## config.mk

```make
export PLATFORM = sky130hd
export DESIGN_NAME = rate_pacer_flat
export DESIGN_NICKNAME = d
export VERILOG_FILES = /design/src/rtl/rate_pacer_pkg.sv /design/src/rtl/rate_pacer_if.sv /design/src/rtl/pacer_token_bucket.sv /design/src/rtl/rate_pacer.sv /design/src/flat_wrapper.sv
export SDC_FILE = /design/constraint.sdc
export NUM_CORES = 1
export LEC_CHECK = 0
export ABC_CLOCK_PERIOD_IN_PS = 4500
export CAP_MARGIN = 30
export CELL_PAD_IN_SITES_DETAIL_PLACEMENT = 1
export CELL_PAD_IN_SITES_GLOBAL_PLACEMENT = 1
export CORE_ASPECT_RATIO = 0.7
export CORE_MARGIN = 5
export CORE_UTILIZATION = 33
export CTS_BUF_LIST = sky130_fd_sc_hd__clkbuf_8 sky130_fd_sc_hd__clkbuf_16
export DETAILED_ROUTE_END_ITERATION = 6
export PLACE_DENSITY = 0.77
export SLEW_MARGIN = 20
export SYNTH_ARGS = -nofsm -noshare
export SYNTH_HDL_FRONTEND = slang
export SYNTH_SLANG_ARGS = --single-unit
```

## constraint.sdc

```tcl
create_clock -name clock_port -period 4.5 [get_ports clock_port]
set_input_delay 0.675 -clock clock_port [delete_from_list [all_inputs] [get_ports clock_port]]
set_output_delay 0.675 -clock clock_port [all_outputs]
set_load 0.01 [all_outputs]
```

## src/rtl/rate_pacer_pkg.sv

```systemverilog
// Shared widths and mode helpers for the rate pacer.
// Latency: n/a (constants and pure functions only).
// Backpressure: n/a.
package rate_pacer_pkg;

    localparam int DEF_DATA_WIDTH  = 8;
    localparam int DEF_GAP_WIDTH   = 8;
    localparam int DEF_BURST_WIDTH = 4;

    // Pacing is off when disabled or when a zero gap is programmed.
    function automatic logic calc_bypass(input logic pace_enable,
                                         input logic [31:0] gap_cycles);
        return !pace_enable || (gap_cycles == 32'd0);
    endfunction

    // A zero burst length still allows a single token in the bucket.
    function automatic logic [31:0] calc_eff_burst(input logic [31:0] burst_len);
        return (burst_len == 32'd0) ? 32'd1 : burst_len;
    endfunction

endpackage

```

## src/rtl/rate_pacer_if.sv

```systemverilog
// Ready/valid link carrying the paced payload.
// Latency: n/a (wires only).
// Backpressure: ready travels from slave side back to master side.
interface rate_pacer_if
    import rate_pacer_pkg::*;
#(
    parameter int DATA_WIDTH = DEF_DATA_WIDTH
) ();

    logic [DATA_WIDTH-1:0] data;
    logic                  valid;
    logic                  ready;

    modport master (output data, output valid, input ready);
    modport slave  (input data, input valid, output ready);

endinterface

```

## src/rtl/pacer_token_bucket.sv

```systemverilog
// Token bucket: gap counter earns one token per gap_cycles, saturating at eff_burst.
// Latency: token changes appear one cycle after the causing edge.
// Backpressure: none; spend is asserted only when a token exists.
module pacer_token_bucket
    import rate_pacer_pkg::*;
#(
    parameter int GAP_WIDTH   = DEF_GAP_WIDTH,
    parameter int BURST_WIDTH = DEF_BURST_WIDTH
) (
    input  logic                   clock_port,
    input  logic                   reset_port,
    input  logic                   spend,
    input  logic                   bypass,
    input  logic [GAP_WIDTH-1:0]   gap_cycles,
    input  logic [BURST_WIDTH-1:0] burst_len,
    output logic [BURST_WIDTH-1:0] tokens
);

    localparam logic [GAP_WIDTH-1:0]   GAP_ONE   = GAP_WIDTH'(1);
    localparam logic [BURST_WIDTH-1:0] TOKEN_ONE = BURST_WIDTH'(1);

    logic [BURST_WIDTH-1:0] eff_burst;
    logic [BURST_WIDTH-1:0] tokens_q;
    logic [BURST_WIDTH-1:0] tokens_d;
    logic [GAP_WIDTH-1:0]   wait_cnt;
    logic [GAP_WIDTH-1:0]   wait_cnt_d;
    logic                   advance;
    logic                   earn;
    logic                   over_cap;

    assign eff_burst = BURST_WIDTH'(calc_eff_burst(32'(burst_len)));
    assign tokens    = tokens_q;

    // Earn/spend decision; >= on the gap compare lets a shrunk gap earn at once.
    always_comb begin
        advance  = (tokens_q < eff_burst) | spend;
        earn     = advance & (wait_cnt >= (gap_cycles - GAP_ONE));
        over_cap = tokens_q > eff_burst;
    end

    // Next bucket state: bypass and burst shrink reload the bucket, otherwise earn/spend.
    always_comb begin
        tokens_d   = tokens_q;
        wait_cnt_d = wait_cnt;
        if (bypass || over_cap) begin
            tokens_d   = eff_burst;
            wait_cnt_d = '0;
        end else begin
            if (!advance || earn) begin
                wait_cnt_d = '0;
            end else begin
                wait_cnt_d = wait_cnt + GAP_ONE;
            end
            if (earn && !spend && (tokens_q < eff_burst)) begin
                tokens_d = tokens_q + TOKEN_ONE;
            end else if (spend && !earn) begin
                tokens_d = tokens_q - TOKEN_ONE;
            end
        end
    end

    // Bucket registers; reset empties the bucket regardless of traffic.
    always_ff @(posedge clock_port) begin
        if (reset_port) begin
            tokens_q <= '0;
            wait_cnt <= '0;
        end else begin
            tokens_q <= tokens_d;
            wait_cnt <= wait_cnt_d;
        end
    end

endmodule

```

## src/rtl/rate_pacer.sv

```systemverilog
// Inline ready/valid rate limiter: one transfer per gap_cycles, bursts up to burst_len.
// Latency: zero on data/valid/ready; token_count is registered (one cycle).
// Backpressure: ready/valid gated by token availability, never stores or drops data.
module rate_pacer
    import rate_pacer_pkg::*;
#(
    parameter int DATA_WIDTH  = DEF_DATA_WIDTH,
    parameter int GAP_WIDTH   = DEF_GAP_WIDTH,
    parameter int BURST_WIDTH = DEF_BURST_WIDTH
) (
    input  logic                   clock_port,
    input  logic                   reset_port,
    rate_pacer_if.slave            input_port,
    rate_pacer_if.master           output_port,
    input  logic                   pace_enable,
    input  logic [GAP_WIDTH-1:0]   gap_cycles,
    input  logic [BURST_WIDTH-1:0] burst_len,
    output logic [BURST_WIDTH-1:0] token_count
);

    logic                   bypass;
    logic                   allow;
    logic                   xfer;
    logic                   spend;
    logic [BURST_WIDTH-1:0] tokens;

    // Handshake gating: a token (or bypass) opens both directions of the link.
    always_comb begin
        bypass            = calc_bypass(pace_enable, 32'(gap_cycles));
        allow             = bypass | (tokens != '0);
        input_port.ready  = allow & output_port.ready;
        output_port.valid = allow & input_port.valid;
        output_port.data  = input_port.data;
        xfer              = input_port.valid & output_port.ready & allow;
        spend             = xfer & !bypass;
    end

    assign token_count = tokens;

    pacer_token_bucket #(
        .GAP_WIDTH   (GAP_WIDTH),
        .BURST_WIDTH (BURST_WIDTH)
    ) u_bucket (
        .clock_port (clock_port),
        .reset_port (reset_port),
        .spend      (spend),
        .bypass     (bypass),
        .gap_cycles (gap_cycles),
        .burst_len  (burst_len),
        .tokens     (tokens)
    );

endmodule

```

## src/flat_wrapper.sv

```systemverilog
// flat-port wrapper written by rule: the top's interface ports become plain ports
module rate_pacer_flat import rate_pacer_pkg::*;
#(
    parameter int DATA_WIDTH  = DEF_DATA_WIDTH,
    parameter int GAP_WIDTH   = DEF_GAP_WIDTH,
    parameter int BURST_WIDTH = DEF_BURST_WIDTH
)
  (clock_port, reset_port, pace_enable, gap_cycles, burst_len, token_count, input_port_data, input_port_valid, input_port_ready, output_port_data, output_port_valid, output_port_ready);
  rate_pacer_if #(.DATA_WIDTH(DATA_WIDTH)) input_port_i ();
  rate_pacer_if #(.DATA_WIDTH(DATA_WIDTH)) output_port_i ();
  input  logic clock_port;
  input  logic reset_port;
  input  logic pace_enable;
  input  logic [GAP_WIDTH-1:0] gap_cycles;
  input  logic [BURST_WIDTH-1:0] burst_len;
  output logic [BURST_WIDTH-1:0] token_count;
  input wire logic [$bits(input_port_i.data)-1:0] input_port_data;
  input wire logic [$bits(input_port_i.valid)-1:0] input_port_valid;
  output wire logic [$bits(input_port_i.ready)-1:0] input_port_ready;
  output wire logic [$bits(output_port_i.data)-1:0] output_port_data;
  output wire logic [$bits(output_port_i.valid)-1:0] output_port_valid;
  input wire logic [$bits(output_port_i.ready)-1:0] output_port_ready;
  assign input_port_i.data = input_port_data;
  assign input_port_i.valid = input_port_valid;
  assign input_port_ready = input_port_i.ready;
  assign output_port_data = output_port_i.data;
  assign output_port_valid = output_port_i.valid;
  assign output_port_i.ready = output_port_ready;
  rate_pacer #(.DATA_WIDTH(DATA_WIDTH), .GAP_WIDTH(GAP_WIDTH), .BURST_WIDTH(BURST_WIDTH)) u_core (.clock_port(clock_port), .reset_port(reset_port), .input_port(input_port_i), .output_port(output_port_i), .pace_enable(pace_enable), .gap_cycles(gap_cycles), .burst_len(burst_len), .token_count(token_count));
endmodule
```

==> report_table.html <==
<table>
<tr><th>Metric</th><th>Value</th></tr>
<tr><th colspan="2">Status</th></tr>
<tr><td>Run status</td><td>finished clean</td></tr>
<tr><th colspan="2">Floorplanning</th></tr>
<tr><td>Core area</td><td>0.00323 mm^2</td></tr>
<tr><td>Top-level I/O count</td><td>39</td></tr>
<tr><td>Area of the die</td><td>0.00473 mm^2</td></tr>
<tr><td>Die H</td><td>59.1 um</td></tr>
<tr><td>Die W</td><td>80.1 um</td></tr>
<tr><td>Number of placement rows</td><td>17</td></tr>
<tr><td>Initial cell density of the core</td><td>0.351</td></tr>
<tr><th colspan="2">Hold path</th></tr>
<tr><td>Hold crit path type</td><td>reg -&gt; reg</td></tr>
<tr><th colspan="2">Clock network</th></tr>
<tr><td>Total clock sinks</td><td>12</td></tr>
<tr><td>Maximum buffer depth of the clock tree</td><td>2</td></tr>
<tr><td>Total CTS buffers</td><td>3</td></tr>
<tr><td>Clock-pin slew of the registers on the worst-case setup and hold paths</td><td>50 ps</td></tr>
<tr><td>CTS tree</td><td>yes</td></tr>
<tr><td>Root cell of the clock tree</td><td>sky130_fd_sc_hd__clkbuf_8</td></tr>
<tr><td>Source-to-sink clock delay at the later pin of the worst-skew pair</td><td>230 ps</td></tr>
<tr><td># hold bufs at CTS</td><td>0</td></tr>
<tr><td>CTS H-tree depth</td><td>1</td></tr>
<tr><td>Number of setup buffers added after CTS</td><td>0</td></tr>
<tr><td>Post-CTS resize count</td><td>0</td></tr>
<tr><th colspan="2">Yosys</th></tr>
<tr><td>Post-Syn Nets</td><td>176</td></tr>
<tr><td>Register area share after synthesis</td><td>0.211</td></tr>
<tr><td>Number of synthesized flops with an enable pin</td><td>0</td></tr>
<tr><td>Distinct cells, synth</td><td>35</td></tr>
<tr><td>Fraction of synthesis flops using an asynchronous set or reset pin</td><td>0</td></tr>
<tr><td>Post-synthesis instance area</td><td>0.00114 mm^2</td></tr>
<tr><td>Most frequently used flop master after synthesis</td><td>sky130_fd_sc_hd__dfxtp_1</td></tr>
<tr><td>Mapped Avg Cell Area</td><td>8.54 um^2</td></tr>
<tr><td>Number of synthesized register bits</td><td>12</td></tr>
<tr><td>Synthesis warning total</td><td>0</td></tr>
<tr><td>Number of instances in the synthesized netlist</td><td>133</td></tr>
<tr><th colspan="2">Power and ir drop</th></tr>
<tr><td>Power per cell area</td><td>234 mW/mm^2</td></tr>
<tr><td>Cell leakage power</td><td>0.568 nW</td></tr>
<tr><td>Worst-case vdd ir drop</td><td>0.222 mV</td></tr>
<tr><td>Overall Power</td><td>330 uW</td></tr>
<tr><th colspan="2">STA</th></tr>
<tr><td>Final Max Tran Viols</td><td>0</td></tr>
<tr><td>Final hold violations</td><td>0</td></tr>
<tr><td>Final Cycle Share</td><td>0.933</td></tr>
<tr><td>Fin crit period</td><td>4200 ps</td></tr>
<tr><td>Measured slew at the worst slew-check pin</td><td>748 ps</td></tr>
<tr><td>Count of endpoints failing setup in the final report</td><td>0</td></tr>
<tr><td>Unrepaired setup endpoints after global routing</td><td>no</td></tr>
<tr><td>Max-slew headroom at the worst pin</td><td>0.501</td></tr>
<tr><td>Upper clock frequency limit</td><td>0.238 GHz</td></tr>
<tr><td>TNS Setup</td><td>0 ps</td></tr>
<tr><td>Max Clock Skew</td><td>3.88 ps</td></tr>
<tr><th colspan="2">Run</th></tr>
<tr><td>Max cap viols</td><td>0</td></tr>
<tr><th colspan="2">Finish</th></tr>
<tr><td>Final design utilization</td><td>0.436</td></tr>
<tr><td>Non-Filler Cell Area, Final</td><td>0.00141 mm^2</td></tr>
<tr><td>Antenna diodes</td><td>0</td></tr>
<tr><td>Register Area</td><td>240 um^2</td></tr>
<tr><td>Area used by multi-input combinational logic</td><td>808 um^2</td></tr>
<tr><td>Fillers</td><td>391</td></tr>
<tr><td>Final #Nets</td><td>196</td></tr>
<tr><td>Growth of design area from synthesis to finish</td><td>24.1%</td></tr>
<tr><td>Share of final-layout standard cells stronger than drive strength 1</td><td>0.0927</td></tr>
<tr><th colspan="2">Setup path</th></tr>
<tr><td>Nature of the critical path startpoint</td><td>input pin</td></tr>
<tr><td>Crit path cell chain</td><td>clkdlybuf4s50_1, or4_4, nor4_2, xnor2_1, ha_1, nand2_1, o21ai_0, a21oi_1, or2_2, ha_1, a21o_1, a21oi_1, or3_1, and3_1, a311o_1</td></tr>
<tr><td>R2R setup slack</td><td>1350 ps</td></tr>
<tr><td>CP Data Required Time</td><td>4620 ps</td></tr>
<tr><td>Crit-path leading delay family</td><td>simple AND/OR/NAND/NOR gates</td></tr>
<tr><td>Crit-path max FO</td><td>4</td></tr>
<tr><td>Crit path buffers/inverters</td><td>1</td></tr>
<tr><td>Data arrival time of the critical path</td><td>4320 ps</td></tr>
<tr><td>Standard cell with the maximum stage delay on the critical path</td><td>sky130_fd_sc_hd__or4_4</td></tr>
<tr><td>Crit Path Category</td><td>in -&gt; reg</td></tr>
<tr><td>Delay of the slowest critical-path stage</td><td>590 ps</td></tr>
<tr><td>Sort of element at the end of the critical path</td><td>register</td></tr>
<tr><th colspan="2">Global route</th></tr>
<tr><td>Largest net degree at the start of global routing</td><td>10</td></tr>
<tr><td>Number of antenna violations at the first check in global routing</td><td>0</td></tr>
<tr><td>Global-route usage over all layers</td><td>0.139</td></tr>
<tr><td>Vias in the first global route</td><td>1,085</td></tr>
<tr><td>GRT Residual Overflow</td><td>0</td></tr>
<tr><td>Global-route wire length before repair</td><td>5.11 mm</td></tr>
<tr><th colspan="2">Detailed routing</th></tr>
<tr><td>Total detailed-routing wirelength</td><td>3.14 mm</td></tr>
<tr><td>Remaining routing DRC violations</td><td>0</td></tr>
<tr><td>TritonRoute pass-1 iters</td><td>4</td></tr>
<tr><td>Antenna-violating nets left</td><td>0</td></tr>
<tr><td>Starting DRT DRC Count</td><td>69</td></tr>
<tr><td>Mean routed wirelength per cell</td><td>15.8 um</td></tr>
<tr><td>Mean number of vias per cell</td><td>5.15</td></tr>
<tr><td>Number of vias in the routed layout</td><td>1,020</td></tr>
<tr><th colspan="2">Placement</th></tr>
<tr><td>Placed standard-cell area</td><td>0.00136 mm^2</td></tr>
<tr><td>Number of buffers inserted by port buffering</td><td>22</td></tr>
<tr><td>Detailed Place HPWL</td><td>2.55 mm</td></tr>
<tr><td>Weighted congestion at the end of routability-driven global placement</td><td>0.795</td></tr>
</table>
-- Yosys cell counts (all sizes together) (2+ instances only) --
cell	instances	area [um^2]
or4	2	20.0
nand3	8	40.0
mux2i	3	33.8
or2	2	12.5
dfxtp	12	240
o21a	2	15.0
buf	8	60.1
xnor2	8	70.1
nor2	14	52.6
ha	17	213
inv	9	33.8
a211oi	2	15.0
o22ai	2	12.5
nand4b	2	17.5
nand2	7	26.3
nor3	4	20.0
a21oi	6	30.0
and3	2	12.5
xor2	6	52.6
o21ai	2	10.0
nand2b	3	18.8
-- metrics by stage --
step                      worst slack [ps]  cells  hold slack (ps)
after floorplan                        705    133              441
after global placement                 153    195              470
after detailed placement              54.9    195              489
after CTS                              237    198              500
after global routing                   107    198              528
final                                  303    198              493
-- logic make-up after synthesis --
| family | after synthesis | share of synthesized area |
|---|---|---|
| AOI/OAI and AO/OA | 19 | 0.130 |
| xor gates and xnor gates | 14 | 0.108 |
| adders and majority gates | 18 | 0.205 |
| buffers and inverters | 17 | 0.0826 |
| DFF | 12 | 0.211 |
| muxes | 3 | 0.0297 |
| and+or+nand+nor | 50 | 0.234 |
-- worst paths after layout --
check	startpoint	end	cells past startpoint
max	gap_cycles[2]	u_core.u_bucket.tokens[3]$_SDFFE_PP0P_	15
min reg2reg	u_core.u_bucket.wait_cnt[0]$_SDFF_PP0_	u_core.u_bucket.wait_cnt[0]$_SDFF_PP0_	1
max reg2reg	u_core.u_bucket.tokens[2]$_SDFFE_PP0P_	u_core.u_bucket.tokens[3]$_SDFFE_PP0P_	10
min	u_core.u_bucket.wait_cnt[0]$_SDFF_PP0_	u_core.u_bucket.wait_cnt[0]$_SDFF_PP0_	1
-- final cells by class --
| type | count | area share |
|---|---|---|
| Clock buffer | 3 | 0.0293 |
| Tap cell | 47 | 0.0417 |
| Multi-Input combinational cell | 104 | 0.573 |
| Inverter | 9 | 0.0240 |
| Sequential cell | 12 | 0.170 |
| Timing Repair Buffer | 23 | 0.161 |
-- state kept, by name, summed over array words and instances (netlist names) --
register and count:
u_core.u_bucket.tokens 4, u_core.u_bucket.wait_cnt 8
-- per-layer routing --
| layer | vias up | GRT usage | wire length (um) |
|---|---|---|---|
| met5 | - | 0 | 0 |
| met4 | 0 | 0.0337 | 26 |
| met3 | 6 | 0.0380 | 111 |
| met2 | 20 | 0.237 | 1520 |
| met1 | 494 | 0.175 | 1480 |
| li1 | 500 | - | - |
-- placed cells by master, fill, tap and decap left out, types with 3 or more instances in the layout --
cell type,n
sky130_fd_sc_hd__ha_1,17
sky130_fd_sc_hd__inv_1,9
sky130_fd_sc_hd__nor3_1,4
sky130_fd_sc_hd__nand2_1,7
sky130_fd_sc_hd__clkdlybuf4s50_1,22
sky130_fd_sc_hd__dfxtp_1,12
sky130_fd_sc_hd__nand3_1,8
sky130_fd_sc_hd__a21oi_1,6
sky130_fd_sc_hd__nor2_1,14
sky130_fd_sc_hd__clkbuf_8,3
sky130_fd_sc_hd__xor2_1,6
sky130_fd_sc_hd__xnor2_1,8
sky130_fd_sc_hd__nand2b_1,3
-- power by group --
group          internal, mW  switching, mW  leakage, nW
clock                0.0586         0.0343       0.0216
sequential            0.112         0.0106       0.0978
combinational        0.0575         0.0571        0.449
total                 0.228          0.102        0.568
No activity file was read; power rests on OpenSTA's default activity.
